===== config.mk =====
export PLATFORM = sky130hd
export DESIGN_NAME = button_io
export DESIGN_NICKNAME = d
export VERILOG_FILES = /design/src/rtl/button_io.sv
export SDC_FILE = /design/constraint.sdc
export NUM_CORES = 1
export LEC_CHECK = 0
export CAP_MARGIN = 0
export CORE_UTILIZATION = 48
export DETAILED_ROUTE_END_ITERATION = 6
export PLACE_DENSITY_LB_ADDON = 0.3
export SLEW_MARGIN = 30
export SYNTH_ARGS = -nofsm -noshare
export SYNTH_HDL_FRONTEND = slang
export SYNTH_SLANG_ARGS = --single-unit

===== constraint.sdc =====
create_clock -name CLK -period 2.55 [get_ports CLK]
set_input_delay 0.51 -clock CLK [delete_from_list [all_inputs] [get_ports CLK]]
set_output_delay 0.51 -clock CLK [all_outputs]
set_load 0.005 [all_outputs]

===== src/rtl/button_io.sv =====
// Debounced 3-button input block with sticky press flags, 8-bit press counters and a level IRQ.
// Reads return one cycle after the select edge; single-cycle bus with no backpressure.
module button_io #(
  parameter int DEBOUNCE_CYCLES = 4
) (
  input  logic        CLK,
  input  logic        RESET_N,
  input  logic        SEL,
  input  logic [31:0] ADDR,
  input  logic [31:0] WDATA,
  input  logic [4:0]  WMASK,
  input  logic [2:0]  BUTTONS,
  output logic [31:0] rdata,
  output logic        irq
);

  localparam logic [7:0] CNT_LAST = 8'(DEBOUNCE_CYCLES - 1);

  localparam logic [2:0] OFS_LEVEL = 3'b100;
  localparam logic [2:0] OFS_PRESS = 3'b101;
  localparam logic [2:0] OFS_COUNT = 3'b110;
  localparam logic [2:0] OFS_CTRL  = 3'b111;

  logic [2:0]       sync1;
  logic [2:0]       sync2;
  logic [2:0]       db;
  logic [2:0]       db_nxt;
  logic [2:0][7:0]  db_cnt;
  logic [2:0][7:0]  db_cnt_nxt;
  logic [2:0]       rise;
  logic [2:0]       press;
  logic [2:0][7:0]  cnt;
  logic             ien;
  logic             wr_en;
  logic             wr_press;
  logic             wr_count;
  logic             wr_ctrl;
  logic [31:0]      rd_val;
  logic             unused_bits;

  assign unused_bits = ^{ADDR[31:5], ADDR[1:0], WDATA[31:24], WMASK[4:1]};

  always_ff @(posedge CLK or negedge RESET_N) begin
    if (!RESET_N) begin
      sync1  <= '0;
      sync2  <= '0;
      db     <= '0;
      db_cnt <= '0;
    end else begin
      sync1  <= BUTTONS;
      sync2  <= sync1;
      db     <= db_nxt;
      db_cnt <= db_cnt_nxt;
    end
  end

  // rise flags the edge on which db goes 0->1, so press/cnt update together with db
  always_comb begin
    db_nxt     = db;
    db_cnt_nxt = db_cnt;
    rise       = '0;
    for (int i = 0; i < 3; i++) begin
      if (sync2[i] == db[i]) begin
        db_cnt_nxt[i] = '0;
      end else if (db_cnt[i] == CNT_LAST) begin
        db_nxt[i]     = sync2[i];
        db_cnt_nxt[i] = '0;
        rise[i]       = sync2[i];
      end else begin
        db_cnt_nxt[i] = db_cnt[i] + 8'd1;
      end
    end
  end

  assign wr_en    = SEL & WMASK[0];
  assign wr_press = wr_en & (ADDR[4:2] == OFS_PRESS);
  assign wr_count = wr_en & (ADDR[4:2] == OFS_COUNT);
  assign wr_ctrl  = wr_en & (ADDR[4:2] == OFS_CTRL);

  always_comb begin
    rd_val = '0;
    case (ADDR[4:2])
      OFS_LEVEL: rd_val = {29'b0, db};
      OFS_PRESS: rd_val = {29'b0, press};
      OFS_COUNT: rd_val = {8'b0, cnt[2], cnt[1], cnt[0]};
      OFS_CTRL:  rd_val = {31'b0, ien};
      default:   rd_val = '0;
    endcase
  end

  // Edge set beats a same-cycle W1C; a COUNT write beats a same-cycle increment
  always_ff @(posedge CLK or negedge RESET_N) begin
    if (!RESET_N) begin
      press <= '0;
      cnt   <= '0;
      ien   <= 1'b0;
      rdata <= '0;
      irq   <= 1'b0;
    end else begin
      if (wr_press) begin
        press <= (press & ~WDATA[2:0]) | rise;
      end else begin
        press <= press | rise;
      end
      if (wr_count) begin
        cnt <= WDATA[23:0];
      end else begin
        for (int i = 0; i < 3; i++) begin
          if (rise[i]) begin
            cnt[i] <= cnt[i] + 8'd1;
          end
        end
      end
      if (wr_ctrl) begin
        ien <= WDATA[0];
      end
      rdata <= SEL ? rd_val : '0;
      irq   <= ien & (|press);
    end
  end

endmodule


==> Word-level counts from Yosys, hierarchy flattened <==
Index checks and enable logic that the tools add are counted.
{ "classes": {"n_eq_ne": 10, "add_sub_neg": 6, "n_reduce_logical": 7, "n_bitwise": 12, "n_mux": 19} }
{ "op_table": {"columns": ["op", "n"], "rows": [
  ["24-bit one-hot mux with 4 select lines", 1],
  ["8-bit 2-to-1 mux", 9],
  ["8-bit by 1-bit adder with 8-bit output (second input constant)", 6],
  ["32-bit 2-to-1 mux", 1],
  ["8-bit by 2-bit equality test with 1-bit output (second input constant)", 3],
  ["24-bit 2-to-1 mux", 1],
  ["3-bit equality test (second input constant)", 4],
  ["1-bit 2-to-1 mux", 6],
  ["3-bit OR", 2],
  ["2-bit AND reduction", 3],
  ["2-bit nonzero test", 3],
  ["1-bit bitwise AND", 5],
  ["3-bit bitwise AND", 1],
  ["1-bit equality test", 3],
  ["3-bit 2-to-1 mux", 1],
  ["1-bit NOT", 3],
  ["3-bit NOT", 1],
  ["3-bit OR reduction", 1]
]} }
{ "word_totals": {"elab_cells": 69, "ff_bits": 94, "input_bits": 75, "output_inout_bits": 33} }

==> Longest topological paths before layout <==
{ "depth": {"ltp_word": 5, "depth_mapped": 7} }

==> Least setup slack after synthesis <==
OpenSTA, ideal clock, no wires.
{ "synth_path": {"path_type": "register to register", "from": "reg db_cnt[16] (netlist bit)", "to": "reg cnt[21] (netlist bit)", "t_required_ns": 2.428, "path_slack_ns": 0.699, "arrival_time_ns": 1.729, "path_stages_with_launch": 6, "path_cell_list": "dfrtp_1 > ha_1 > or4b_4 > nor4_4 > mux2i_1 > nand2_1"} }
{ "synth_via": {"elab_chain_len": 4} }
{ "synth_lines": {"columns": ["element", "line", "rtl"], "rows": [
  ["from (decl)", "28", "logic [2:0][7:0] db_cnt;"],
  ["from (signal assigned)", "53", "db_cnt <= db_cnt_nxt;"],
  ["8-bit by 2-bit equality test with 1-bit output", "65", "end else if (db_cnt[i] == CNT_LAST) begin"],
  ["1-bit 2-to-1 mux", "65", null],
  ["1-bit 2-to-1 mux", "63", "if (sync2[i] == db[i]) begin"],
  ["2-bit nonzero test (no line)", null, null],
  ["to (signal assigned)", "106", "cnt <= WDATA[23:0];"],
  ["to (signal, indexed assignment)", "110", "cnt[i] <= cnt[i] + 8'd1;"],
  ["to (decl)", "32", "logic [2:0][7:0] cnt;"]
]} }
Every way passes these cells.
A chain may end at the register's enable or synchronous reset.

==> Final worst setup path <==
Ends and elaborated chain as after synthesis.

==> flow_summary.json <==
{
  "drc": 0,
  "irDropWorstVdd_v": 0.000345,
  "fillers": 630,
  "r2r_cells": 5,
  "cts_hold_buf": 0,
  "slew_headroom": 0.652,
  "setup-tns-final_ns": 0,
  "ys_ff_latch": 86,
  "clock_path_buffers": 2,
  "grt_pass1_vias": 2854,
  "routed_wl_um": 7920,
  "syn_area_um2": 3990,
  "finalWorstPathRequiredPeriod_ns": 2.04,
  "syn_inst": 371,
  "hold_path_class": "input pin to async pin",
  "h-tree-depth": 3,
  "grt_overflow_total": 0,
  "timing.rr.end": "cnt[21]",
  "cp_cell_sequence": "ha_1 > or4b_4 > nor4_4 > mux2i_1 > nand2_1",
  "final_util": 0.622,
  "yosysWarnings": 0,
  "crit_arrival_ns": 2.28,
  "antenna_found_initial": 0,
  "coreArea_um2": 7890,
  "clk_latency_ns": 0.35,
  "drive_gt1_frac": 0.0835,
  "crit_path_top_delay_cell": "or4b_4",
  "crit_path_max_incr_delay_ns": 0.53,
  "dieArea_um2": 8680,
  "root_buffer": "clkbuf_8",
  "static-leakage-power_nw": 2.16,
  "die_w_um": 93.2,
  "crit_fanout": 5,
  "synthFlopType": "dfrtp_1",
  "timing.rr.start": "db_cnt[16]",
  "tightestPinTransition_ns": 0.523,
  "critical_path_buf_inv_count": 0,
  "period_share": 0.800,
  "vias": 2931,
  "critPathTopFamily": "simple AND/OR/NAND/NOR gates",
  "rsz0062_at_grt": "no",
  "hold_ws_ns": 0.132,
  "drt-pass1-iter-count": 4,
  "end_kind": "flop",
  "gp_congestion": 0.844,
  "initial_utilization": 0.506,
  "max-cap-violations": 0,
  "grt_pass1_wl_um": 13500,
  "detailed_place_hpwl_um": 5740,
  "nets": 519,
  "setup_viol": 0,
  "n_antenna_cell": 0,
  "postSynthAreaPerCell_um2": 10.8,
  "async_reset_ff_frac": 1.00,
  "synth_edf_count": 0,
  "ys_types": 37,
  "track_usage": 0.203,
  "outcome": "complete, no violations",
  "area_growth_syn_to_layout_pct": 23.0,
  "dieHeight_um": 93.2,
  "crit_path_start_kind": "flop",
  "cts_made_buffers": 9,
  "drv_slew": 0,
  "seq_area_frac_synth": 0.539,
  "hold_viol": 0,
  "cts_resized": 0,
  "grt_max_degree": 43,
  "cts_sinks": 86,
  "crit_required_ns": 2.79,
  "cts_tree": "done",
  "max_freq_mhz": 490,
  "postCtsSetupRepairBufs": 0,
  "clk_pin_slew_ns": 0.08,
  "timing_worst_setup_path_type": "flop to flop",
  "skew_ns": 0.00713,
  "viasPerCell": 5.38,
  "portBuffers": 58,
  "layout_commonest_cell": "dfrtp_1",
  "wire_per_inst_um": 14.5,
  "drt_iter0_drc": 144,
  "rows": 32,
  "powerDensity_nw_per_um2": 828,
  "final_cell_mix": "dfrtp_1 (86), clkdlybuf4s50_1 (57), nor2_1 (46)",
  "antenna_left": 0,
  "r2r_setup_slack_ns": 0.51,
  "ios": 108
}
[metal layers]
layer  vias to the layer above  GRT usage  share of wire
li1                       1415          -              -
met5                         -          0              0
met3                         9     0.0455          0.037
met2                        72      0.321           0.49
met4                         0     0.0654          0.014
met1                      1435      0.278           0.46
[state kept, by name, summed over array words and instances (netlist names)]
signal and cells:
cnt 24, db_cnt 24, rdata 24, db 3, press 3, sync1 3, sync2 3, ien 1
irq 1
[through the flow]
stage | worst slack (ns) | power (W) | area, um2 | instances
after floorplan | 0.699 | 0.00267 | 4020 | 378
after global placement | 0.417 | 0.00298 | 4690 | 529
after detailed placement | 0.404 | 0.00303 | 4690 | 529
after CTS | 0.505 | 0.00408 | 4910 | 545
after global routing | 0.396 | 0.00433 | 4910 | 545
final | 0.510 | 0.00406 | 4910 | 545
[cell usage after synthesis (all sizes together), types with 2 or more instances]
library cell | instances | area share
nor3 | 4 | 0.0050
and3 | 13 | 0.021
mux2i | 9 | 0.023
a21boi | 4 | 0.0075
nand4 | 6 | 0.0094
ha | 6 | 0.019
a21bo | 3 | 0.0075
a31oi | 6 | 0.0094
mux2 | 4 | 0.011
nor2 | 46 | 0.043
or3 | 4 | 0.0063
xnor2 | 12 | 0.026
buf | 9 | 0.016
nand3 | 21 | 0.026
nor4b | 3 | 0.0066
nor2b | 4 | 0.0063
and2 | 22 | 0.034
o41ai | 2 | 0.0044
inv | 5 | 0.0047
nor4 | 10 | 0.023
a21oi | 20 | 0.025
a211oi | 4 | 0.0075
or4b | 3 | 0.010
nand4b | 3 | 0.0066
nand3b | 3 | 0.0056
dfrtp | 86 | 0.54
clkbuf | 9 | 0.0085
xor2 | 24 | 0.053
nand2 | 21 | 0.020
[cell type report]
cell class	instances	area [um2]	share of cell area
clock buffers	13	149	0.0303
clock inverters	3	67.6	0.0138
inverters	5	18.8	0.00382
multi-input cells	269	1750	0.356
flip-flops and latches	86	2150	0.439
well taps	102	128	0.0260
repair buffers	67	646	0.132
[worst max-delay path by stage]
| stage | endpoint | startpoint | cells after the start |
|---|---|---|---|
| finish | cnt[21] | db_cnt[16] | 5 |
| CTS | cnt[23] | db_cnt[16] | 5 |
| global placement | cnt[23] | ADDR[2] | 6 |
| global route | cnt[21] | db_cnt[16] | 5 |
| detailed placement | cnt[21] | ADDR[2] | 6 |
| floorplan | cnt[21] | db_cnt[16] | 5 |
[kinds of logic (layout without fill, tap and decap cells)]
logic type	Yosys count	after routing	share of synthesized area
flip-flops	86	86	0.539
AND/OR/NAND/NOR	165	165	0.229
other	1	8	0.000940
adder cells (fa/ha/maj)	6	6	0.0188
buffers and inverters	23	88	0.0295
XOR/XNOR	36	36	0.0790
multiplexers	14	14	0.0395
AO/OA/AOI/OAI	40	40	0.0637
[power breakdown]
group	internal [W]	leakage, nW	switching [W]
Combinational	0.000534	0.982	0.000495
Sequential	0.00165	1.07	0.000331
Clock	0.000581	0.104	0.000470
Total	0.00277	2.16	0.00130
Power figures use the tool's default switching activity.
